$ cat src/rtl/fixed_packer_pkg.sv
// Shared types and constants for the Q2.30 fixed-point to IEEE-754 single packer.
package packer_pkg;

  localparam int FP_BIAS           = 127;
  localparam int FP_EXP_W          = 8;
  localparam int FP_MAN_W          = 23;
  localparam int FRAC_BITS_DEFAULT = 30;

  typedef enum logic [1:0] {
    IDLE,
    NORM,
    ROUND,
    DONE
  } pk_state_t;

  typedef struct packed {
    logic                sign;
    logic [FP_EXP_W-1:0] exp;
    logic [FP_MAN_W-1:0] man;
  } fp32_t;

  // The most negative input maps onto itself, which is exactly 2^31 as an unsigned magnitude.
  function automatic logic [31:0] abs_fixed(input logic [31:0] v);
    return v[31] ? ((~v) + 32'd1) : v;
  endfunction

endpackage

$ cat src/rtl/fixed_packer_lzc32.sv
// Combinational leading-zero counter for a 32-bit word; an all-zero word reports 32.
module lzc32 (
  input  logic [31:0] in_word,
  output logic [5:0]  lz_count
);

  // Scanning upward lets the highest set bit overwrite any lower ones.
  always_comb begin
    lz_count = 6'd32;
    for (int i = 0; i < 32; i++) begin
      if (in_word[i]) begin
        lz_count = 6'(31 - i);
      end
    end
  end

endmodule

$ cat src/rtl/fixed_packer.sv
// Signed Q2.30 to IEEE-754 single converter with round-to-nearest-even.
// Define FIXED_PACKER_FAST_NORM_EN for a single-cycle leading-zero normaliser.
module fixed_packer
  import packer_pkg::*;
#(
  parameter int DATA_W    = 32,
  parameter int FRAC_BITS = FRAC_BITS_DEFAULT
) (
  input  logic              clk,
  input  logic              rst_n,
  input  logic              in_valid,
  output logic              in_ready,
  input  logic [DATA_W-1:0] in_fixed,
  output logic              out_valid,
  input  logic              out_ready,
  output logic [DATA_W-1:0] out_float,
  output logic              busy
);

  localparam int SHIFT_W   = $clog2(DATA_W);
  localparam int LSB_POS   = DATA_W - 1 - FP_MAN_W;
  localparam int GUARD_POS = LSB_POS - 1;
  localparam int EXP_BASE  = FP_BIAS + DATA_W - 1 - FRAC_BITS;

  localparam logic [FP_EXP_W-1:0] EXP_BASE_V = EXP_BASE[FP_EXP_W-1:0];
  localparam logic [SHIFT_W-1:0]  SHIFT_ONE  = {{(SHIFT_W-1){1'b0}}, 1'b1};

  pk_state_t          state_q, state_d;
  logic               sign_q, sign_d;
  logic [DATA_W-1:0]  mag_q, mag_d;
  logic [SHIFT_W-1:0] shift_q, shift_d;
  fp32_t              out_float_q, out_float_d;

  logic               round_lsb;
  logic               round_guard;
  logic               round_sticky;
  logic               round_up;
  logic [FP_MAN_W:0]  man_sum;
  logic [FP_EXP_W-1:0] exp_pre;
  fp32_t              rounded;

`ifdef FIXED_PACKER_FAST_NORM_EN
  logic [5:0] lz_count;
  logic       lz_unused;

  lzc32 u_lzc (
    .in_word  (mag_q),
    .lz_count (lz_count)
  );

  // The magnitude is never zero in NORM, so the count never reaches 32.
  assign lz_unused = lz_count[5];
`endif

  // Exponent range is 97..129, so 8-bit arithmetic cannot wrap here.
  always_comb begin
    round_lsb    = mag_q[LSB_POS];
    round_guard  = mag_q[GUARD_POS];
    round_sticky = |mag_q[GUARD_POS-1:0];
    round_up     = round_guard & (round_sticky | round_lsb);
    man_sum      = {1'b0, mag_q[DATA_W-2:LSB_POS]} + {{FP_MAN_W{1'b0}}, round_up};
    exp_pre      = EXP_BASE_V - {{(FP_EXP_W-SHIFT_W){1'b0}}, shift_q};
    rounded.sign = sign_q;
    rounded.exp  = exp_pre + {{(FP_EXP_W-1){1'b0}}, man_sum[FP_MAN_W]};
    rounded.man  = man_sum[FP_MAN_W] ? '0 : man_sum[FP_MAN_W-1:0];
  end

  always_comb begin
    state_d     = state_q;
    sign_d      = sign_q;
    mag_d       = mag_q;
    shift_d     = shift_q;
    out_float_d = out_float_q;
    unique case (state_q)
      IDLE: begin
        if (in_valid && in_ready) begin
          sign_d  = in_fixed[DATA_W-1];
          mag_d   = abs_fixed(in_fixed);
          shift_d = '0;
          if (in_fixed == '0) begin
            out_float_d = '0;
            state_d     = DONE;
          end else begin
            state_d = NORM;
          end
        end
      end
      NORM: begin
`ifdef FIXED_PACKER_FAST_NORM_EN
        mag_d   = mag_q << lz_count[SHIFT_W-1:0];
        shift_d = lz_count[SHIFT_W-1:0];
        state_d = ROUND;
`else
        if (mag_q[DATA_W-1]) begin
          state_d = ROUND;
        end else begin
          mag_d   = mag_q << 1;
          shift_d = shift_q + SHIFT_ONE;
        end
`endif
      end
      ROUND: begin
        out_float_d = rounded;
        state_d     = DONE;
      end
      DONE: begin
        if (out_ready) begin
          state_d = IDLE;
        end
      end
      default: state_d = IDLE;
    endcase
  end

  always_ff @(posedge clk or negedge rst_n) begin
    if (!rst_n) begin
      state_q     <= IDLE;
      sign_q      <= 1'b0;
      mag_q       <= '0;
      shift_q     <= '0;
      out_float_q <= '0;
    end else begin
      state_q     <= state_d;
      sign_q      <= sign_d;
      mag_q       <= mag_d;
      shift_q     <= shift_d;
      out_float_q <= out_float_d;
    end
  end

  // Gating with rst_n keeps in_ready low while reset is held even though the state is already IDLE.
  assign in_ready  = rst_n && (state_q == IDLE);
  assign busy      = (state_q != IDLE);
  assign out_valid = (state_q == DONE);
  assign out_float = out_float_q;

endmodule

$ cat config.mk
export PLATFORM = sky130hd
export DESIGN_NAME = fixed_packer
export DESIGN_NICKNAME = d
export VERILOG_FILES = /design/src/rtl/fixed_packer_pkg.sv /design/src/rtl/fixed_packer_lzc32.sv /design/src/rtl/fixed_packer.sv
export SDC_FILE = /design/constraint.sdc
export NUM_CORES = 1
export LEC_CHECK = 0
export CORE_MARGIN = 2
export CORE_UTILIZATION = 55
export DETAILED_ROUTE_END_ITERATION = 8
export PLACE_DENSITY_LB_ADDON = 0.3
export SLEW_MARGIN = 10
export SYNTH_ARGS = -nofsm -noshare
export SYNTH_HDL_FRONTEND = slang
export SYNTH_HIERARCHICAL = 1
export SYNTH_SLANG_ARGS = --single-unit
$ cat constraint.sdc
create_clock -name clk -period 3.5 [get_ports clk]
set_input_delay 0.35 -clock clk [delete_from_list [all_inputs] [get_ports clk]]
set_output_delay 0.35 -clock clk [all_outputs]
set_load 0.01 [all_outputs]
== Word level (Yosys, flattened, before mapping) ==
Index checks and enable logic that the tools add are counted.
Widths: inputs -> output; s select.

* Muxes and demuxes: 16
* Magnitude comparators: 0
* Reduce and logical (&&, ||, !) cells: 13
* Add/subtract/negate cells: 5
* Bitwise logic cells: 3
* Multiply operators: 0
* Eq/ne operators: 8
* Shift operators: 0
* Div/mod/pow operators: 0

{| class="wikitable"
|+ Operator list
! cell !! number
|-
| $mux 32 || 5
|-
| $pmux 32 s2 || 2
|-
| $add 32x1->32 const B || 1
|-
| $logic_not 32->1 || 1
|-
| $not 32->32 || 1
|-
| $add 23x1->24 || 1
|-
| $mux 23 || 1
|-
| $mux 5 || 2
|-
| $pmux 5 s2 || 1
|-
| $reduce_and 3->1 || 3
|-
| $add 8x1->8 || 1
|-
| $mux 2 || 4
|-
| $ne 2x2->1 const B || 4
|-
| $pmux 2 s4 || 1
|-
| $sub 8x5->8 const A || 1
|-
| $reduce_or 7->1 || 1
|-
| $reduce_bool 2->1 || 3
|-
| $add 5x1->5 const B || 1
|-
| $eq 2x2->1 const B || 2
|-
| $reduce_and 2->1 || 2
|-
| $eq 2x1->1 const B || 1
|-
| $logic_and 1x1->1 || 2
|-
| $logic_not 2->1 || 1
|-
| $ne 2x1->1 const B || 1
|-
| 2 further kinds || 2
|}

* Memory bits (read-only): 0
* Memory bits (writable): 0
* Bits in registers: 72
* Input bits: 36
* Memories kept: 0
* Latch bits: 0

== Logic depth before layout (Yosys ltp) ==
* Depth after elaboration: 6
* Mapped depth: 12
* Gate-level depth less buffers: 10

== Worst setup path after synthesis ==
OpenSTA, ideal clock, no wires.

* Kind: register to register
* Start: register mag_q[10]
* End: register out_float_q, in the netlist out_float[28]
* Slack: 1015 ps
* Path buffers: 2
* Cell stages (with the launch flop): 11
* Arrival time: 2360 ps
* Required time: 3375 ps
* Cell sequence: dfrtp_1 clkbuf_1 nand4_1 and4b_1 clkbuf_1 nand4_1 ha_1 or3_1 nor3_1 nor2b_1 mux2_2

* Word-level cells in the longest chain between the ends: 3

{| class="wikitable"
|+ RTL lines
! what !! RTL line !! RTL
|-
| start, declared || fixed_packer.sv:30 || <nowiki>logic [DATA_W-1:0] mag_q, mag_d;</nowiki>
|-
| start signal, assigned || fixed_packer.sv:125 || <nowiki>mag_q <= mag_d;</nowiki>
|-
| $add 23x1->24 || fixed_packer.sv:61 || <nowiki>man_sum = {1'b0, mag_q[DATA_W-2:LSB_POS]} + {{FP_MAN_W{1'b0}}, round_up};</nowiki>
|-
| $add 8x1->8 || fixed_packer.sv:64 || <nowiki>rounded.exp = exp_pre + {{(FP_EXP_W-1){1'b0}}, man_sum[FP_MAN_W]};</nowiki>
|-
| $pmux 32 s2 || fixed_packer.sv:74 || <nowiki>unique case (state_q)</nowiki>
|-
| end signal, assigned || fixed_packer.sv:127 || <nowiki>out_float_q <= out_float_d;</nowiki>
|-
| end, declared || fixed_packer.sv:32 || <nowiki>fp32_t out_float_q, out_float_d;</nowiki>
|}

Every way passes these cells.
A chain may end at the register's enable or synchronous reset.

== Worst setup path after layout ==
* Start: register state_q[1]
* End: register shift_q[3]

* Word-level cells in the longest chain between the ends: 5

{| class="wikitable"
|+ RTL lines
! what !! RTL line !! RTL
|-
| start, declared || fixed_packer.sv:28 || <nowiki>pk_state_t state_q, state_d;</nowiki>
|-
| start signal, assigned || fixed_packer.sv:123 || <nowiki>state_q <= state_d;</nowiki>
|-
| $logic_not 2->1 || fixed_packer.sv:74, fixed_packer.sv:132 ||
|-
| $logic_and 1x1->1 || fixed_packer.sv:132 || <nowiki>assign in_ready = rst_n && (state_q == IDLE);</nowiki>
|-
| $logic_and 1x1->1 || fixed_packer.sv:76 || <nowiki>if (in_valid && in_ready) begin</nowiki>
|-
| $ne 2x2->1 (no line) || n/a ||
|-
| $reduce_and 3->1 (no line) || n/a ||
|-
| end signal, assigned || fixed_packer.sv:126 || <nowiki>shift_q <= shift_d;</nowiki>
|-
| end, declared || fixed_packer.sv:31 || <nowiki>logic [SHIFT_W-1:0] shift_q, shift_d;</nowiki>
|}

Parallel ways exist; a longest one is shown, timed or not.

==> metrics.csv <==
metric,value,unit
top_layer,met4,
yosysSeqAreaShare,39.8,%
area_growth,22.5,%
crit_fanout,27,
die_w,94.7,microns
gr-total-overflow,0,
hpwl,8.06,mm
num_vias,4046,
finalSetupViolations,0,
maxSlewViolCount,0,
fin_setup_tns,0,ns
grt_pass1_wl,18.9,mm
rows,33,
drive_above_1_share,7.05,%
max_freq,369,MHz
fin_crit_sh,77.4,%
synth_ff_type,dfrtp_1,
synth_cell_type_count,58,
placedCellCount,641,
synthArstFlopShare,100,%
synth_edf_count,0,
globalplace.congestion,0.850,
antenna_found_initial,0,
cts_tree,done,
cts-resized-gates,0,
ant_nets,0,
rsz0062_at_grt,no,
fin_nets,594,
core_area,8090,sq um
grt_pass1_vias,3893,
numCtsBuffers,9,
dr_wl_met2,5.39,mm
outcome,completed,
criticalPathCategory,reg2reg,
finalHoldViolations,0,
final_util,68.5,%
clkSinkCount,72,
cts_buffer_depth,2,
start_util,55.9,%
synth_cells,486,
r2r_start,state_q[1],
cts_hold_buf,1,
worstSetupEndpointType,flip-flop,
skew,0.00769,ns
syn-cell-area,4520,sq um
power,4.23,mW
die_h,94.7,microns
wl_met3,715,microns
drtPass1Iterations,5,
syn_area_per_cell,9.31,sq um
drc,0,
post_cts_buffers,0,
first_iter_violations,346,
crit_slowest_cell,nor3_1,
cp_data_required_time,3.72,ns
synth.ff_latch_count,72,
grt_max_degree,57,
max_cap_violations,0,
ir_drop,381,uV
timing.hold.ws,0.474,ns
p_leak,2.16,nW
met1_length,5.11,mm
hold_path_class,in2async,
slowest_delay,0.66,ns
portBuffers,70,
synth_warnings,6,
power_density,764,nW/um^2
via_per_inst,6.15,
period_minus_slack,2.71,ns
htreeDepth,3,
tightest_slew,0.873,ns
wl,11.3,mm
critPathArrivalTime,2.93,ns
worst-r2r-cell-count,8,
max_slew_margin,41.8,%
instances_no_fill,658,
grt_use_total,26.8,%
startpoint,state_q[1],
synth_fp_nets,532,
insertion_delay,0.35,ns
io_pins,71,
n_antenna_cell,0,
critPathLaunchType,flip-flop,
root_buffer,clkbuf_8,
die_area,8970,sq um
cp_cell_sequence,inv_1 > ha_1 > clkinv_1 > buf_4 > nor3_1 > nand4_1 > xor2_1 > nor2_1,
wl_per_cell,17.2,microns
path_clk_slew,0.09,ns
flip-flops by register name, indices dropped and copies added, names as in the netlist:
| register | cells |
|---|---|
| state_q | 2 |
| sign_q | 1 |
| shift_q | 5 |
| out_float | 32 |
| mag_q | 32 |
layer usage:
| metal | track usage [%] | vias to the layer above |
|---|---|---|
| li1 | - | 1923 |
| met1 | 36.8 | 1940 |
| met2 | 43.8 | 167 |
| met3 | 4.39 | 16 |
| met4 | 7.73 | 0 |
| met5 | 0 | - |
Yosys cell counts, types with 2 or more instances:
cell type  number  area (sq um)
a211oi_1        4          30.0
a21boi_0        2          15.0
a21oi_1         8          40.0
a221oi_1        2          17.5
a22oi_1        12          90.1
a31oi_1         4          25.0
and2_1          2          12.5
and3_1          5          31.3
and4_1          3          26.3
buf_2           3          15.0
clkbuf_1       27           101
dfrtp_1        72          1800
ha_1           10           125
inv_1          17          63.8
mux2_2          3          33.8
mux2i_1         9          90.1
nand2_1        33           124
nand2b_1        5          31.3
nand3_1        14          70.1
nand3b_1        4          30.0
nand4_1        14          87.6
nor2_1         25          93.8
nor2b_1         9          56.3
nor3_1         10          50.1
nor3b_1         2          15.0
nor4_1         13          81.3
o21a_1          3          22.5
o21ai_0        40           200
o22ai_1         3          18.8
o2bb2ai_1      25           219
o31a_1          2          17.5
o31ai_1         7          52.6
o32ai_1         2          17.5
o41ai_1         7          61.3
o41ai_2         2          32.5
or3_1           9          56.3
or4_1           7          52.6
xnor2_1        20           175
xor2_1         28           245
final timing paths:
path / end / slack [ns]
setup / recovery: shift_q[3] / 0.79
hold / removal: state_q[0] / 0.47
setup reg to reg: shift_q[3] / 0.79
hold reg to reg: out_float[6] / 0.49
max in group asynchronous: mag_q[14] / 1.97
min in group clk: out_float[6] / 0.49
critical path, delay by kind of cell (launching register included):
family | cells | cell delay [ns]
XOR/XNOR | 1 | 0.18
adder cells (fa/ha/maj) | 1 | 0.56
buffers and inverters | 3 | 0.51
flip-flops | 1 | 0.41
AND/OR/NAND/NOR | 3 | 0.91
cell families (layout without fill, tap and decap cells):
kind of cell / Yosys count / in the layout / share of synthesized area (%)
AOI/OAI and AO/OA: 135 / 135 / 21.9
buffers and inverters: 50 / 117 / 4.40
DFF: 72 / 72 / 39.8
muxes: 12 / 12 / 2.74
xor gates and xnor gates: 48 / 48 / 9.29
adders and majority gates: 10 / 10 / 2.77
and+or+nand+nor: 159 / 159 / 19.1
power by group:
| group | total [mW] | internal, mW | switching, mW |
|---|---|---|---|
| clock | 0.746 | 0.403 | 0.343 |
| combinational | 1.90 | 0.942 | 0.960 |
| sequential | 1.59 | 1.20 | 0.389 |
layout by cell type (no fill, tap or decap), types with 4 or more instances in the layout:
cell type        count
a31oi_1              4
nand2_1             33
nor3_1              10
nand3_1             14
nor2_1              25
mux2i_1              9
ha_1                10
nor4_1              13
or4_1                7
xor2_1              28
inv_1               17
buf_4               12
clkdlybuf4s50_1     69
xnor2_1             20
and3_1               5
a22oi_1             12
dfrtp_1             72
o21ai_0             40
clkbuf_8             9
or3_1                9
nor2b_1              9
o41ai_1              7
nand4_1             14
nand3b_1             4
o31ai_1              7
a211oi_1             4
nand2b_1             5
o2bb2ai_1           25
a21oi_1              7
per-stage QoR:
stage	setup WS (ns)	cell area, sq um
CTS	0.804	5540
global route	0.475	5540
global placement	0.596	5310
detailed placement	0.535	5310
finish	0.791	5540
floorplan	1.02	4520
area by class of cell:
class	count	area, sq um
Clock buffer	9	124
Fill cell	666	2550
Tap cell	105	131
Clock inverter	7	95.1
Multi-Input combinational cell	364	2530
Sequential cell	72	1800
Timing Repair Buffer	83	796
Inverter	18	67.6
(Power assumes the default switching activity.)
